$ cat src/rtl/alu_pkg.sv
// Shared ALU definitions: opcode encoding, flag bit positions and the
// width-independent part of the result payload. Also imported by the testbench.
package alu_pkg;

  typedef enum logic [3:0] {
    OP_ADD     = 4'd0,
    OP_SUB     = 4'd1,
    OP_AND     = 4'd2,
    OP_OR      = 4'd3,
    OP_XOR     = 4'd4,
    OP_NOT     = 4'd5,
    OP_SHL     = 4'd6,
    OP_SHR     = 4'd7,
    OP_ASR     = 4'd8,
    OP_CMP     = 4'd9,
    OP_INC     = 4'd10,
    OP_DEC     = 4'd11,
    OP_MUL     = 4'd12,
    OP_ACC_ADD = 4'd13,
    OP_ACC_CLR = 4'd14,
    OP_ILLEGAL = 4'd15
  } alu_op_e;

  localparam int unsigned FLG_W = 4;
  localparam int unsigned FLG_N = 3;
  localparam int unsigned FLG_Z = 2;
  localparam int unsigned FLG_C = 1;
  localparam int unsigned FLG_V = 0;

  // Status half of a stage-2 result; the N-bit data half is added by the user.
  typedef struct packed {
    logic [FLG_W-1:0] flags;
    logic             err;
  } alu_status_t;

endpackage

$ cat src/rtl/alu_core.sv
// Combinational ALU datapath.
// Ports: op (opcode), a/b (operands, b doubles as shift amount), acc (current
// accumulator); res (result), flags {neg,zero,carry,ovf}, err (illegal opcode),
// acc_we (result must be written to the accumulator).
module alu_core
  import alu_pkg::*;
#(
  parameter int unsigned N = 4
) (
  input  alu_op_e          op,
  input  logic [N-1:0]     a,
  input  logic [N-1:0]     b,
  input  logic [N-1:0]     acc,
  output logic [N-1:0]     res,
  output logic [FLG_W-1:0] flags,
  output logic             err,
  output logic             acc_we
);

  localparam int unsigned SHW = $clog2(N) + 1;
  localparam logic [N-1:0] N_VAL = N'(N);

  logic [N-1:0]        add_x;
  logic [N-1:0]        add_y;
  logic                add_sub;
  logic [N:0]          add_sum;
  logic                add_ovf;
  logic                sh_big;
  logic [SHW-1:0]      shamt;
  logic signed [N-1:0] asr_val;
  logic [2*N-1:0]      prod;
  logic                carry;
  logic                ovf;

  // Shared adder/subtractor; bit N is carry-out for add and borrow for sub.
  always_comb begin
    add_x   = a;
    add_y   = b;
    add_sub = 1'b0;
    case (op)
      OP_SUB, OP_CMP: add_sub = 1'b1;
      OP_INC:         add_y   = N'(1);
      OP_DEC: begin
        add_y   = N'(1);
        add_sub = 1'b1;
      end
      OP_ACC_ADD: begin
        add_x = acc;
        add_y = a;
      end
      default: ;
    endcase
    add_sum = add_sub ? ({1'b0, add_x} - {1'b0, add_y})
                      : ({1'b0, add_x} + {1'b0, add_y});
    add_ovf = add_sub ? ((add_x[N-1] != add_y[N-1]) && (add_sum[N-1] != add_x[N-1]))
                      : ((add_x[N-1] == add_y[N-1]) && (add_sum[N-1] != add_x[N-1]));
  end

  // Amounts >= N saturate; below that b always fits in SHW bits.
  assign sh_big  = (b >= N_VAL);
  assign shamt   = b[SHW-1:0];
  assign asr_val = $signed(a) >>> shamt;
  assign prod    = (2*N)'(a) * (2*N)'(b);

  // Result select.
  always_comb begin
    res    = '0;
    carry  = 1'b0;
    ovf    = 1'b0;
    err    = 1'b0;
    acc_we = 1'b0;
    case (op)
      OP_ADD, OP_SUB, OP_INC, OP_DEC: begin
        res   = add_sum[N-1:0];
        carry = add_sum[N];
        ovf   = add_ovf;
      end
      OP_CMP: begin
        res   = a;
        carry = add_sum[N];
        ovf   = add_ovf;
      end
      OP_AND: res = a & b;
      OP_OR:  res = a | b;
      OP_XOR: res = a ^ b;
      OP_NOT: res = ~a;
      OP_SHL: res = sh_big ? '0 : (a << shamt);
      OP_SHR: res = sh_big ? '0 : (a >> shamt);
      OP_ASR: res = sh_big ? {N{a[N-1]}} : asr_val;
      OP_MUL: begin
        res   = prod[N-1:0];
        carry = |prod[2*N-1:N];
      end
      OP_ACC_ADD: begin
        res    = add_sum[N-1:0];
        carry  = add_sum[N];
        ovf    = add_ovf;
        acc_we = 1'b1;
      end
      OP_ACC_CLR: acc_we = 1'b1;
      default:    err    = 1'b1;
    endcase
  end

  // Flag assembly.
  always_comb begin
    flags        = '0;
    flags[FLG_N] = res[N-1];
    flags[FLG_Z] = (res == '0);
    flags[FLG_C] = carry;
    flags[FLG_V] = ovf;
  end

endmodule

$ cat src/rtl/alu_pipe.sv
// Two-stage pipelined ALU with valid/ready handshakes and an accumulator.
// Ports: clk, reset (sync, active-high); in_valid/in_ready with op_code, inp1,
// inp2 on the input side; out_valid/out_ready with outp, flags, err on the
// output side; acc_out shows the accumulator register.
module alu_pipe
  import alu_pkg::*;
#(
  parameter int unsigned N = 4
) (
  input  logic         clk,
  input  logic         reset,
  input  logic         in_valid,
  output logic         in_ready,
  input  logic [3:0]   op_code,
  input  logic [N-1:0] inp1,
  input  logic [N-1:0] inp2,
  output logic         out_valid,
  input  logic         out_ready,
  output logic [N-1:0] outp,
  output logic [3:0]   flags,
  output logic         err,
  output logic [N-1:0] acc_out
);

  typedef struct packed {
    logic [N-1:0] outp;
    alu_status_t  stat;
  } s2_res_t;

  logic             s1_valid;
  alu_op_e          s1_op;
  logic [N-1:0]     s1_a;
  logic [N-1:0]     s1_b;
  logic             s2_valid;
  s2_res_t          s2_q;
  logic [N-1:0]     acc_q;
  logic             s2_ready;
  logic             s1_move;
  logic [N-1:0]     core_res;
  logic [FLG_W-1:0] core_flags;
  logic             core_err;
  logic             core_acc_we;

  // Ready chaining: a stage can load when empty or when it drains this cycle.
  assign s2_ready = !s2_valid || out_ready;
  assign in_ready = !s1_valid || s2_ready;
  assign s1_move  = s1_valid && s2_ready;

  alu_core #(.N(N)) u_core (
    .op     (s1_op),
    .a      (s1_a),
    .b      (s1_b),
    .acc    (acc_q),
    .res    (core_res),
    .flags  (core_flags),
    .err    (core_err),
    .acc_we (core_acc_we)
  );

  // Stage 1: operand capture.
  always_ff @(posedge clk) begin
    if (reset) begin
      s1_valid <= 1'b0;
      s1_op    <= OP_ADD;
      s1_a     <= '0;
      s1_b     <= '0;
    end else if (in_ready) begin
      s1_valid <= in_valid;
      if (in_valid) begin
        s1_op <= alu_op_e'(op_code);
        s1_a  <= inp1;
        s1_b  <= inp2;
      end
    end
  end

  // Stage 2: result capture, held while the consumer stalls.
  always_ff @(posedge clk) begin
    if (reset) begin
      s2_valid <= 1'b0;
      s2_q     <= '0;
    end else if (s2_ready) begin
      s2_valid <= s1_valid;
      if (s1_valid) begin
        s2_q.outp       <= core_res;
        s2_q.stat.flags <= core_flags;
        s2_q.stat.err   <= core_err;
      end
    end
  end

  // Accumulator commits with the op's S1->S2 move, so the next op sees it.
  always_ff @(posedge clk) begin
    if (reset) begin
      acc_q <= '0;
    end else if (s1_move && core_acc_we) begin
      acc_q <= core_res;
    end
  end

  assign out_valid = s2_valid;
  assign outp      = s2_q.outp;
  assign flags     = s2_q.stat.flags;
  assign err       = s2_q.stat.err;
  assign acc_out   = acc_q;

endmodule

$ cat config.mk
export PLATFORM = sky130hd
export DESIGN_NAME = alu_pipe
export DESIGN_NICKNAME = d
export VERILOG_FILES = /design/src/rtl/alu_pkg.sv /design/src/rtl/alu_core.sv /design/src/rtl/alu_pipe.sv
export SDC_FILE = /design/constraint.sdc
export NUM_CORES = 1
export LEC_CHECK = 0
export CAP_MARGIN = 20
export CELL_PAD_IN_SITES_DETAIL_PLACEMENT = 2
export CELL_PAD_IN_SITES_GLOBAL_PLACEMENT = 2
export CORE_UTILIZATION = 30
export DETAILED_ROUTE_END_ITERATION = 7
export DONT_BUFFER_PORTS = 1
export GPL_TIMING_DRIVEN = 0
export MAX_ROUTING_LAYER = met4
export PLACE_DENSITY = 0.63
export SLEW_MARGIN = 5
export SYNTH_ARGS = -nofsm -noshare
export SYNTH_HDL_FRONTEND = slang
export SYNTH_SLANG_ARGS = --single-unit
$ cat constraint.sdc
create_clock -name clk -period 5.15 [get_ports clk]
set_input_delay 1.2875 -clock clk [delete_from_list [all_inputs] [get_ports clk]]
set_output_delay 1.2875 -clock clk [all_outputs]
set_load 0.005 [all_outputs]
[After elaboration in Yosys (flattened, before gate mapping)]
Index checks and enable logic that the tools add are counted.
Word-level totals
  register bits after elaboration: 27
  word-level logic and storage cells: 69
Cells by class
  add/subtract/negate cells: 2
  multipliers: 1
  $lt $le $gt $ge: 1
  eq/ne operators: 17
  shifts and indexed selects: 3
  mux-type cells: 13
  bitwise operators: 4
  reduce and logical (&&, ||, !) cells: 19
Operators by type and width (number)
  $pmux W4 S10: 1
  $eq A4 B4 Y1 const B: 7
  $eq A4 B3 Y1 const B: 4
  $mux W4: 4
  $reduce_or A15 Y1: 1
  $eq A4 B2 Y1 const B: 2
  $logic_not A4 Y1: 2
  $mul A4 B4 Y8: 1
  $pmux W4 S2: 1
  $reduce_or A6 Y1: 1
  $add A4 B4 Y5: 1
  $mux W1: 5
  $mux W5: 1
  $reduce_or A5 Y1: 1
  $sub A4 B4 Y5: 1
  $and A4 B4 Y4: 1
  $eq A4 B1 Y1 const B: 1
  $ge A4 B3 Y1 const B: 1
  $logic_and A1 B1 Y1: 4
  $not A4 Y4: 1
  $or A4 B4 Y4: 1
  $reduce_and A2 Y1: 2
  $reduce_or A2 Y1: 2
  $reduce_or A4 Y1: 1
  10 further kinds: 13

[Depth between registers and ports, before layout]
  depth in word-level cells: 9
  gate-level depth with buffers: 15
  depth with buffers taken out: 13

[Modules after synthesis]
Synthesis repeated with hierarchy kept, for this count alone.
Unflattened totals
  cells, all modules: 352
  area, all modules: 2844.0 um^2
By module, submodules not included
  alu_core: times used 1, cells an instance 231, area an instance 1701.6 um^2
  alu_pipe: times used 1, cells an instance 121, area an instance 1142.3 um^2

[Least setup slack after synthesis]
OpenSTA, ideal clock, no wires.
  path kind: in2out
  start: in out_ready
  end: out in_ready
  data arrival time: 1.840 ns
  data required time: 3.863 ns
  path slack: 2.022 ns
  stages on the path: 3
  cells stage by stage: nor2b_1 -> nand2_1 -> clkbuf_1
Between the ends
  cells in the longest elaborated chain, start to end: 2
Ends and longest elaborated chain
  start: declaration: line alu_pipe.sv:18  | input logic out_ready,
  $logic_or A1 B1 Y1: line alu_pipe.sv:45  | assign s2_ready = !s2_valid || out_ready;
  $logic_or A1 B1 Y1: line alu_pipe.sv:46  | assign in_ready = !s1_valid || s2_ready;
  end: declaration: line alu_pipe.sv:13  | output logic in_ready,
Every way passes these cells.

[Worst setup path after layout]
  start: reg s1_b[1]
  end: reg, netlist name flags[2]
Between the ends
  cells in the longest elaborated chain, start to end: 5
  elaborated cells between the ends (all ways): 17
  classes of those cells: add/sub: 2; mul: 1; order compare: 1; shift: 3; mux: 6; bitwise: 3; reduce/logical: 1
Ends and longest elaborated chain
  start: declaration: line alu_pipe.sv:33  | logic [N-1:0] s1_b;
  start signal: assignment: line alu_pipe.sv:72  | s1_b <= inp2;
  parallel branches: the longest is 3 deep, another holds $mul A4 B4 Y8
  $pmux W4 S10 *: line alu_core.sv:72  | case (op)
  $logic_not A4 Y1 *: line alu_core.sv:109  | flags[FLG_Z] = (res == '0);
Mark *: on every way between the ends.
A chain may end at the register's enable or synchronous reset.

==> reports/qor.yml <==
gr-usage-all-layers: 0.206
dominantRegCellSynth: "dfxtp_1"
die-area_um2: 9330
syn_avg_cell_area_um2: 8.06
clockBufferDepth: 2
tightest_slew_ns: 0.618
post_cts_resized: 0
area_delta_synth_final_pct: 7.69
grt.overflow.total: 0
n_antenna_cell: 0
portBuffers: 0
slew_viol_final: 0
htreeDepth: 1
holdCritPathClass: "flip-flop to flip-flop"
worstSetupStartpointType: "flip-flop"
synth_edf_count: 0
synthDistinctLibCells: 72
antenna_left: 0
cts_buffers: 3
drc: 0
grt_setup_unrepaired: "false"
synth-seq-cells: 26
vdd_drop_max_mv: 0.0923
maxSlewHeadroom: 0.588
leakage_nw: 1.18
endpoint_kind: "flip-flop"
required_ns: 5.38
wl_per_cell_um: 20.9
max_clock_freq_mhz: 272
final_common_cell: "nand2_1"
path_clk_slew_ns: 0.10
fp.dieH_um: 96.6
clock_sinks: 26
skew_ns: 0.00517
status: "completed"
drtPass1Iterations: 4
clock_tree.root_cell: "clkbuf_8"
final.fill_count: 1036
cp_max_fo: 10
place_congestion: 0.839
grt_busiest_layer: "met2"
start_util: 0.309
arrival_ns: 3.91
nets: 383
powerDensity_nw_per_um2: 210
yosysSeqAreaShare: 0.194
period_share: 0.714
cts_hold_buf: 0
ys_warn_count: 0
syn_nets: 378
grt_pass1_vias: 2680
async_reset_ff_frac: 0
die_width_um: 96.6
grt_antenna_before_repair: 0
final-setup-viol-count: 0
hold_viol: 0
met2_usage: 0.342
netlist_instances: 333
grt_max_degree: 16
post_cts_buffers: 0
totalWireLength_um: 9280
cap_violations: 0
worstSetupPathType: "flip-flop to flip-flop"
io-pin-count: 31
clk_latency_ns: 0.28
netlist_area_um2: 2690
post-route-min-period_ns: 3.68
rows: 34
cts_tree: "done"
met3_usage: 0.0159
setup_tns_ns: 0
final_cell_mix: "32 x nand2_1, 30 x nor2_1, 29 x a21oi_1, 26 x dfxtp_1"
dpl.hpwl_um: 7460
p_total_w: 0.000606
viasPerCell: 5.66
first_iter_violations: 117
num_vias: 2517
grt_pass1_wl_um: 14900
core-area_um2: 8680
grtUsageMet1: 0.277
drive_gt1_frac: 0.113
[path summary, 6_finish.rpt]
path | startpoint | to | slack, ns | cells past startpoint
setup reg to reg | s1_b[1] | flags[2] | 1.47 | 10
setup / recovery | s1_b[1] | flags[2] | 1.47 | 10
hold reg to reg | flags[0] | flags[0] | 0.50 | 2
hold / removal | flags[0] | flags[0] | 0.50 | 2
[stage by stage]
| stage | hold WS (ns) | setup WS [ns] | instance area, µm² | cells | utilization |
|---|---|---|---|---|---|
| after floorplan | 0.450 | 2.02 | 2690 | 333 | - |
| after global placement | 0.485 | 1.53 | 2820 | 441 | 0.325 |
| after detailed placement | 0.487 | 1.51 | 2820 | 441 | 0.325 |
| after CTS | 0.511 | 1.47 | 2890 | 445 | 0.333 |
| after global routing | 0.528 | 1.20 | 2890 | 445 | 0.333 |
| final | 0.499 | 1.47 | 2890 | 445 | 0.333 |
[sequential cells by signal (all words and copies together), names as in the netlist]
| register | flops |
|---|---|
| s1_op | 4 |
| s1_a | 4 |
| flags | 3 |
| acc_out | 4 |
| out_valid | 1 |
| s1_valid | 1 |
| err | 1 |
| s1_b | 4 |
| outp | 4 |
[kinds of logic (layout without fill, tap and decap cells)]
family | count (synthesis) | count (layout) | share of synthesized area
XOR/XNOR | 8 | 8 | 0.0261
flip-flops | 26 | 26 | 0.194
AO/OA/AOI/OAI | 88 | 88 | 0.233
buffers and inverters | 50 | 54 | 0.109
multiplexers | 11 | 11 | 0.0466
AND/OR/NAND/NOR | 121 | 121 | 0.242
adder cells (fa/ha/maj) | 29 | 29 | 0.149
[cells in the mapped netlist, types with 7 or more instances]
library cell  count  area (µm²)
nor2_1           30         113
mux2i_1           8        80.1
nand2_1          32         120
nand3_1          15        75.1
dfxtp_1          26         521
a21oi_1          29         145
ha_1             24         300
o21ai_0           7        35.0
clkbuf_1          8        30.0
nor2b_1           8        50.1
inv_1            24        90.1
[final cells by class]
type / instances / area, µm² / share of cell area
multi-input combinational: 257 / 1870 / 0.648
sequential: 26 / 520 / 0.180
buffer: 25 / 198 / 0.0684
tap: 108 / 135 / 0.0467
inverter: 25 / 93.8 / 0.0325
clock buffer: 3 / 41.3 / 0.0143
clock inverter: 1 / 30.0 / 0.0104
[power by group]
part	leakage, nW	switching (W)	internal, W
combinational	0.935	0.000129	0.0000807
clock	0.0357	0.0000682	0.000104
sequential	0.213	0.0000118	0.000212
total	1.18	0.000209	0.000397
[critical path, stage by stage (launching register included)]
cell and delay (ns):
dfxtp_1 0.43, clkbuf_1 0.49, nand2_1 0.18, fa_1 0.55
fa_1 0.48, fa_1 0.56, a21oi_1 0.07, a32oi_1 0.16
o221ai_1 0.16, nor3_2 0.34, a32o_1 0.20
[layer usage]
layer / vias up / part of all wire
met5: - / 0
met4: 0 / 0.0047
met3: 4 / 0.028
met2: 45 / 0.48
met1: 1246 / 0.49
li1: 1222 / -
Note: power is estimated with default switching activity, not from simulation.
